## src/rtl/result_drain_pkg.sv

```systemverilog
// Shared constants and FSM state type for the result drain block.
package result_drain_pkg;

   localparam int unsigned NUM_BANKS     = 16;
   localparam int unsigned BANK_W        = 32;
   localparam int unsigned ADDR_W        = 4;
   localparam int unsigned BEAT_W        = 128;
   localparam int unsigned BEATS_PER_ROW = 4;

   // Derived widths
   localparam int unsigned ROW_W      = NUM_BANKS * BANK_W;
   localparam int unsigned A_W        = NUM_BANKS * ADDR_W;
   localparam int unsigned BEAT_IDX_W = $clog2(BEATS_PER_ROW);

   typedef enum logic [1:0] {
      StIdle,
      StRead,
      StCap,
      StSend
   } state_e;

endpackage

```

## src/rtl/result_drain.sv

```systemverilog
// Result drain: reads one row across all output memory banks, buffers it, and
// streams it out as BEATS_PER_ROW valid/ready beats, row by row up to rows_m1.
module result_drain
   import result_drain_pkg::*;
(
   input  logic                  clk,
   input  logic                  rst_n,
   input  logic                  start,
   input  logic [ADDR_W-1:0]     rows_m1,
   output logic [NUM_BANKS-1:0]  CEN,
   output logic [NUM_BANKS-1:0]  WEN,
   output logic [A_W-1:0]        A,
   input  logic [ROW_W-1:0]      Q,
   output logic                  out_valid,
   input  logic                  out_ready,
   output logic [BEAT_W-1:0]     out_data,
   output logic                  out_last,
   output logic                  busy,
   output logic                  done
);

   state_e                r_state;
   state_e                w_state_nxt;
   logic [ADDR_W-1:0]     r_row;
   logic [ADDR_W-1:0]     w_row_nxt;
   logic [ADDR_W-1:0]     r_rows_m1;
   logic [ADDR_W-1:0]     w_rows_m1_nxt;
   logic [BEAT_IDX_W-1:0] r_beat;
   logic [BEAT_IDX_W-1:0] w_beat_nxt;
   logic [ROW_W-1:0]      r_buf;
   logic                  w_buf_load;
   logic                  r_done;
   logic                  w_done_nxt;

   logic                  w_accept;
   logic                  w_last_beat;
   logic                  w_last_row;

   assign w_accept    = out_valid & out_ready;
   assign w_last_beat = (r_beat == BEAT_IDX_W'(BEATS_PER_ROW - 1));
   assign w_last_row  = (r_row == r_rows_m1);

   // State, counters and latched row limit
   always_ff @(posedge clk or negedge rst_n) begin
      if (!rst_n) begin
         r_state   <= StIdle;
         r_row     <= '0;
         r_rows_m1 <= '0;
         r_beat    <= '0;
         r_done    <= 1'b0;
      end else begin
         r_state   <= w_state_nxt;
         r_row     <= w_row_nxt;
         r_rows_m1 <= w_rows_m1_nxt;
         r_beat    <= w_beat_nxt;
         r_done    <= w_done_nxt;
      end
   end

   // Row buffer captures the memory read data during CAP
   always_ff @(posedge clk or negedge rst_n) begin
      if (!rst_n) begin
         r_buf <= '0;
      end else if (w_buf_load) begin
         r_buf <= Q;
      end
   end

   // Next-state logic: one READ, one CAP, then BEATS_PER_ROW accepted beats per row
   always_comb begin
      w_state_nxt   = r_state;
      w_row_nxt     = r_row;
      w_rows_m1_nxt = r_rows_m1;
      w_beat_nxt    = r_beat;
      w_done_nxt    = 1'b0;
      w_buf_load    = 1'b0;
      unique case (r_state)
         StIdle: begin
            if (start) begin
               w_state_nxt   = StRead;
               w_rows_m1_nxt = rows_m1;
               w_row_nxt     = '0;
               w_beat_nxt    = '0;
            end
         end
         StRead: begin
            w_state_nxt = StCap;
         end
         StCap: begin
            w_state_nxt = StSend;
            w_buf_load  = 1'b1;
         end
         StSend: begin
            if (w_accept) begin
               if (w_last_beat) begin
                  w_beat_nxt = '0;
                  if (w_last_row) begin
                     // Row counter stays at rows_m1, so it can never wrap
                     w_state_nxt = StIdle;
                     w_done_nxt  = 1'b1;
                  end else begin
                     w_state_nxt = StRead;
                     w_row_nxt   = r_row + 1'b1;
                  end
               end else begin
                  w_beat_nxt = r_beat + 1'b1;
               end
            end
         end
         default: begin
            w_state_nxt = StIdle;
         end
      endcase
   end

   // Beat mux: beat b carries banks 4b..4b+3 of the buffered row
   always_comb begin
      out_data = '0;
      for (int b = 0; b < BEATS_PER_ROW; b++) begin
         if (r_beat == BEAT_IDX_W'(b)) begin
            out_data = r_buf[b*BEAT_W +: BEAT_W];
         end
      end
   end

   // Memory interface: all banks read together; the address is the row counter,
   // which only changes on entry to READ and so holds its value elsewhere
   always_comb begin
      CEN = (r_state == StRead) ? '0 : '1;
      WEN = '1;
      A   = {NUM_BANKS{r_row}};
   end

   // Stream handshake and status
   always_comb begin
      out_valid = (r_state == StSend);
      out_last  = out_valid & w_last_beat & w_last_row;
      busy      = (r_state != StIdle);
      done      = r_done;
   end

endmodule

```

## config.mk

```make
export PLATFORM = sky130hd
export DESIGN_NAME = result_drain
export DESIGN_NICKNAME = d
export VERILOG_FILES = /design/src/rtl/result_drain_pkg.sv /design/src/rtl/result_drain.sv
export SDC_FILE = /design/constraint.sdc
export NUM_CORES = 1
export LEC_CHECK = 0
export CELL_PAD_IN_SITES_DETAIL_PLACEMENT = 1
export CELL_PAD_IN_SITES_GLOBAL_PLACEMENT = 1
export CORE_AREA = 2 2 289 291
export DETAILED_ROUTE_END_ITERATION = 10
export DIE_AREA = 0 0 291 293
export PLACE_DENSITY = 0.78
export SETUP_SLACK_MARGIN = 0.4
export SLEW_MARGIN = 20
export SYNTH_ARGS = -nofsm -noshare
export SYNTH_HDL_FRONTEND = slang
export SYNTH_SLANG_ARGS = --single-unit
```

## constraint.sdc

```tcl
create_clock -name clk -period 2.67 [get_ports clk]
set_input_delay 0.4005 -clock clk [delete_from_list [all_inputs] [get_ports clk]]
set_output_delay 0.4005 -clock clk [all_outputs]
set_load 0.02 [all_outputs]
```

# == Word level (Yosys, flattened, before mapping) ==
# Index checks and enable logic that the tools add are counted.
# totals
regBits,525
inputBits,520
out_inout_bits,228
word_cells,54
# classes
add_sub_neg,2
n_eq_ne,11
muxes,24
n_bitwise,3
reduce_logical,8
# op_table
op,count
128-bit 2-to-1 mux,4
16-bit 2-to-1 mux,1
4-bit 2-to-1 mux,4
2-bit 2-to-1 mux,6
2-bit equality test (second input constant),4
2-bit case mux with 4 select lines,1
4-bit case mux with 2 select lines,1
1-bit 2-to-1 mux,6
3-bit AND reduction,2
5-bit AND reduction,1
4-bit by 1-bit adder with 4-bit output (second input constant),1
2-bit by 1-bit equality test with 1-bit output (second input constant),2
4-bit equality test,1
2-bit zero test,2
2-bit by 1-bit != test with 1-bit output (second input constant),2
2-bit != test (second input constant),2
2-bit case mux with 2 select lines,1
2-bit nonzero test,2
1-bit bitwise AND,3
2-bit by 1-bit adder with 2-bit output (second input constant),1
2-bit AND reduction,1

# == Logic depth before layout (Yosys ltp) ==
# Gate-level depths: netlist of the first run.
# logic_depth
ltp_word,5
ltp_mapped,8
mapped_depth_nobuf,6

# == Worst setup path before layout of the first run ==
# OpenSTA, ideal clock, no wires.
# synth_path
kind,flip-flop to output port
start,reg r_beat[1]
end,out out_data[96]
arrival_ns,1.806
required_time_ns,2.270
slack_ns,0.463
path_stages_with_launch,9
path_buffers,3
cell_sequence,dfrtp_1 inv_1 ha_1 nor2b_1 buf_4 buf_6 buf_6 a221oi_2 o31ai_1
# synth_via
elab_chain_cells,5
# synth_rtl
item,line,rtl
"start, declared",result_drain.sv:28,logic [BEAT_IDX_W-1:0] r_beat;
"start signal, assigned",result_drain.sv:55,r_beat <= w_beat_nxt;
2-bit zero test,result_drain.sv:120,if (r_beat == BEAT_IDX_W'(b)) begin
128-bit 2-to-1 mux (3 in series),result_drain.sv:120,
128-bit 2-to-1 mux *,result_drain.sv:120,
"end, declared",result_drain.sv:16,"output logic [BEAT_W-1:0] out_data,"
# Mark *: on every way between the ends. The rest lies on a longest branch, timed or not.

# == Worst setup path after layout of the first run ==
# layout_path
start,reg r_beat[0]
end,out out_data[90]
# Same word-level chain as after synthesis.

==> results.toml, run 1 <==
[floorplanning]
pin_count = 748
rows = 105
start_util_pct = 29.72
die_w_um = 291
core-area_um2 = 81850
die_y_um = 293
dieArea_um2 = 85260

[final_layout]
final_cell_mix = "dfrtp_1, clkdlybuf4s50_1, mux2_2, buf_4, nand2_1"
multi_input_area_um2 = 11230
design_area_um2 = 37570
drive_gt1_share_pct = 43.09
postLayoutCoreUtil_pct = 45.90
syn_to_final_growth_pct = 54.41
fill_cells = 8332
nNetsFinal = 3167
layout_commonest_cell = "dfrtp_1"
ff_latch_area_um2 = 13140

[global_routing]
grt_max_degree = 97
grt_pass1_wl_um = 137600
gr-total-overflow = 0
first_global_vias = 21380
grt_antenna_before_repair = 24
grtUsageTotal_pct = 20.92

[cts]
cts_root_buf = "clkbuf_16"
path_clk_slew_ns = 0.06
clock_path_buffers = 3
cts_tree = "done"
clk_latency_ns = 0.63
clock-sinks = 525
h-tree-depth = 2
cts_inserted_buffers = 59

[power_and_ir_drop]
peakVddDrop_mv = 0.8653
cellLeakagePower_nw = 15.36
clock_power_share_pct = 17.5
power_switching_mw = 19.18
share_seq_of_total_power_pct = 30.5
intPower_mw = 31.07
p_comb_share_pct = 52.0
swShare_pct = 38.18
power_density_nw_per_um2 = 1338

[critical_path]
cp.arrival_ns = 2.64
cp-startpoint = "r_beat[0]"
path_class = "flip-flop to output port"
cp-start-kind = "flip-flop"
cp.required_ns = 2.27
setup.worst_path.end_class = "output port"
critPathMaxFanout = 7
worst_r2r_startpoint = "r_beat[0]"

[routing]
ant_nets = 0
routed_wl_um = 97470
vias_per_cell = 5.047
wl_per_cell_um = 25.82
drt_iter0_drc = 709
dr.pass1.iters = 5
route.vias.total = 19050
drc = 0

[status]
status = "complete, but fails checks"
violations = "negative setup slack"

[synth]
synth_area_um2 = 24330
synth_edf_count = 0
syn_avg_cell_area_um2 = 13.09
synthFlopType = "dfrtp_1"
yosysSeqAreaShare_pct = 54.00
yosys_warnings = 0
synthCells = 1858
ys_types = 33
synthArstFlopShare_pct = 100.0
ys_seq_elements = 525

[placed_design]
port_buffers = 731
dpl_cell_area_um2 = 33130
hpwlAfterDp_um = 64270
post-place-ws_ns = -0.1627
place_congestion = 0.8859

[timing]
fmax_mhz = 328.6
setup_viol = 129
clock_skew_ns = 0.02312
worst_slack_ns = -0.3728
min_period_over_period_pct = 114.0
grt_setup_unrepaired = "true"
hold_ws_ns = 0.3551
drv_slew = 0
slew_headroom_pct = 62.76
finalSetupTns_ns = -25.56
worst_pin_slew_ns = 0.5587
hold_violations = 0
fin_crit_ns = 3.043

[worst_hold_path]
hp-class = "primary input to asynchronous set/reset pin"

[job]
maxCapViolations = 0
synth_stat cells, types with 2 or more instances:
library cell | number | share of area, %
mux2i_1 | 2 | 0.082
nand4_1 | 2 | 0.051
clkbuf_1 | 48 | 0.74
nand3_1 | 5 | 0.10
buf_2 | 89 | 1.8
nor2_1 | 3 | 0.046
nor2b_1 | 129 | 3.3
a221oi_2 | 30 | 1.9
ha_1 | 10 | 0.51
a221oi_1 | 97 | 3.5
a21o_1 | 2 | 0.062
nor3_1 | 2 | 0.041
dfrtp_1 | 525 | 54
inv_1 | 7 | 0.11
o211ai_1 | 2 | 0.062
nand2_1 | 137 | 2.1
a21oi_1 | 4 | 0.082
buf_6 | 4 | 0.19
buf_4 | 92 | 2.8
mux2_2 | 516 | 24
xnor2_1 | 4 | 0.14
o21ai_0 | 11 | 0.23
o31ai_1 | 127 | 3.9
path summary, 6_finish.rpt:
kind,end,slack [ns],cells after the start
setup / recovery,out_data[90],-0.37,10
hold / removal,r_buf[29],0.36,2
setup reg to reg,r_row[1],0.46,10
hold reg to reg,r_buf[453],0.51,1
max in group asynchronous,r_buf[232],1.32,3
min in group clk,r_buf[61],0.38,2
cell type report:
| cell class | instances | area share [%] |
|---|---|---|
| tap | 1070 | 3.564 |
| antenna | 22 | 0.1465 |
| clock inverter | 22 | 0.8560 |
| timing repair buffer | 937 | 25.79 |
| multi-input combinational | 1107 | 29.90 |
| clock buffer | 85 | 4.696 |
| inverter | 7 | 0.07994 |
| sequential | 525 | 34.98 |
power by group through the flow:
stage               Sequential (mW)  Combinational, mW  Clock, mW
global placement               14.6               22.0          0
finish                         15.3               26.1       8.79
floorplan                      13.9               14.1          0
detailed placement             14.9               22.7          0
global route                   15.7               27.5       9.30
CTS                            14.9               23.5       8.97
worst max-delay path, stage by stage, from the launching register on:
cell and delay, ns:
dfrtp_1 0.40, buf_6 0.13, ha_4 0.17, nor2b_4 0.17, buf_12 0.15, buf_16 0.15, buf_12 0.12, buf_16 0.13
a221oi_2 0.06, o31ai_1 0.30, buf_2 0.24
routing by layer:
metal  up-vias  global-route usage [%]  routed length, um
met3       238                   4.372               5189
met1      9905                   24.27              37810
met5         -                       0                 36
met4         6                   10.05               4895
li1       8268                       -                  -
met2       637                   36.82              49540
cells by family after synthesis:
family	after synthesis	share of synthesized area, %
AOI/OAI and AO/OA	276	9.797
xor gates and xnor gates	4	0.1440
muxes	518	23.97
other	1	0.01541
adders and majority gates	10	0.5143
buffers and inverters	241	5.719
DFF	525	54.00
and+or+nand+nor	283	5.842
through the flow:
stage,power (mW),instances
after floorplan,27.99,1873
after global placement,36.54,3567
after detailed placement,37.60,3567
after CTS,47.40,3716
after global routing,52.56,3774
final,50.25,3775
sequential cells by signal, indices dropped and copies added (netlist names):
register   flops
r_rows_m1      4
r_buf        512
r_row          4
done           1
r_state        2
r_beat         2
repair_timing:
action,CTS,global route
endpoints found under the setup margin,211,153
pin swaps,22,39
endpoints found under the hold margin,46,0
hold buffers,1,0
gates cloned,10,13
setup buffers,31,24
resized for setup,895,234
(Power assumes the default switching activity.)
==> run 2, diff against run 1 <==
CORE_AREA = 2 2 287 289   (was 2 2 289 291)
DIE_AREA = 0 0 289 291   (was 0 0 291 293)
PLACE_DENSITY = 0.81   (was 0.78)
clock period = 2.6 ns   (was 2.67 ns; I/O delays follow)
==> results.toml, run 2 (synthesis results as in run 1) <==
[status]
status = "complete, but fails checks"
violations = "negative setup slack"

[floorplanning]
die_y_um = 291
rows = 105
core-area_um2 = 81190
die_w_um = 289
start_util_pct = 29.96
dieArea_um2 = 84100
pin_count = 748

[power_and_ir_drop]
intPower_mw = 32.64
power_mw = 53.36
share_seq_of_total_power_pct = 30.1
peakVddDrop_mv = 0.9604
cellLeakagePower_nw = 16.38
clock_power_share_pct = 16.1
power_switching_mw = 20.72
swShare_pct = 38.83
power_density_nw_per_um2 = 1381
p_comb_share_pct = 53.8

[critical_path]
cp.arrival_ns = 2.67
setup.worst_path.end_class = "output port"
cp-startpoint = "r_beat[0]"
path_class = "flip-flop to output port"
cp.required_ns = 2.21
r2r_slack_ns = 0.46
worst_r2r_startpoint = "r_beat[0]"
cp-start-kind = "flip-flop"
reg2regPathDepth = 10
critPathMaxFanout = 6
rr_endpoint = "r_state[0]"
crit_path_end = "out_data[123]"

[global_routing]
gr-total-overflow = 0
first_global_vias = 21210
grt_pass1_wl_um = 135000
grt_antenna_before_repair = 37
grtUsageTotal_pct = 21.03
grt_max_degree = 90

[timing]
setup_viol = 129
fmax_mhz = 327.2
worst_pin_slew_ns = 0.5204
min_period_over_period_pct = 117.6
worst_slack_ns = -0.4564
fin_crit_ns = 3.056
slew_headroom_pct = 65.31
drv_slew = 0
hold_violations = 0
clock_skew_ns = 0.03057
grt_setup_unrepaired = "true"

[final_layout]
drive_gt1_share_pct = 44.23
final_cell_mix = "dfrtp_1, clkdlybuf4s50_1, mux2_2, buf_4, nand2_1"
largest_reg_flops = 512
top_register = "r_buf"
syn_to_final_growth_pct = 58.84
nNetsFinal = 3181
design_area_um2 = 38640
final_cells = 3797
reg_top3 = "r_buf (512), r_row (4), r_rows_m1 (4)"
layout_commonest_cell = "dfrtp_1"

[cts]
clock-sinks = 525
clk_latency_ns = 0.63
cts_tree = "done"
cts_inserted_buffers = 59
cts_root_buf = "clkbuf_16"
clock_path_buffers = 3
path_clk_slew_ns = 0.06
h-tree-depth = 2

[routing]
drc = 0
drt_iter0_drc = 858
dr.pass1.iters = 5
wl_per_cell_um = 27.33
vias_per_cell = 5.108
ant_nets = 0
routed_wl_um = 103800
route.vias.total = 19400

[placed_design]
hpwlAfterDp_um = 63990
port_buffers = 731
place_congestion = 0.8903
dpl_cell_area_um2 = 33090
post-place-ws_ns = -0.2734
place_inst = 3554

[job]
maxCapViolations = 0

[worst_hold_path]
hp-class = "primary input to asynchronous set/reset pin"
## run 2: worst min-delay path by stage
stage,start,to,slack (ns),cells past startpoint
floorplan,rst_n,done,0.09,0
global placement,rst_n,r_buf[229],0.33,1
detailed placement,rst_n,r_buf[100],0.33,1
CTS,rst_n,r_buf[230],0.25,2
global route,rst_n,r_buf[357],0.26,2
finish,rst_n,r_buf[357],0.25,2
## run 2: power by group through the flow
stage                     Sequential, mW  Combinational [mW]  Clock [mW]
after floorplan                     14.2                14.5           0
after global placement              15.0                22.3           0
after detailed placement            15.4                23.1           0
after CTS                           15.4                24.2        8.67
after global routing                16.4                30.0        9.05
final                               16.0                28.7        8.60
## run 2: timing repair
action | 4_1_cts | 5_1_grt
buffers inserted | 17 | 54
resized for setup | 793 | 463
hold endpoints to repair | 38 | 0
pin swaps | 17 | 49
gates cloned | 10 | 24
hold buffers | 1 | 0
setup endpoints to repair | 211 | 217
## run 2: final cells by class
cell class / instances / area, um2
inverters: 7 / 30.03
flip-flops and latches: 525 / 13140
clock buffers: 92 / 1752
fillers: 8127 / 42550
multi-input cells: 1107 / 11670
repair buffers: 950 / 10420
repair inverters: 1 / 7.507
diodes: 34 / 85.08
clock inverters: 11 / 198.9
well taps: 1070 / 1339
## run 2: critical path, stage by stage (launching register included)
cell and delay [ns]:
dfrtp_1 0.41, buf_6 0.14, ha_4 0.16, nor2b_4 0.12, buf_12 0.17, buf_16 0.17
buf_4 0.13, buf_8 0.12, a221oi_2 0.07, o31ai_1 0.34, buf_4 0.23
## run 2: through the flow
stage / utilization, % / setup TNS (ns) / hold WS, ns
after detailed placement: 40.75 / -13.30 / 0.3326
after floorplan: - / 0 / 0.09441
after global placement: 40.75 / -8.736 / 0.3266
after global routing: 47.58 / -49.05 / 0.2637
after CTS: 43.91 / -42.76 / 0.2541
final: 47.59 / -37.90 / 0.2505
## run 2: layer usage
metal | share of wire, % | up-vias | GRT usage [%]
li1 | - | 8301 | -
met1 | 38 | 10070 | 24.28
met2 | 51 | 761 | 36.47
met3 | 6.0 | 255 | 4.961
met4 | 5.0 | 6 | 9.957
met5 | 0.041 | - | 0
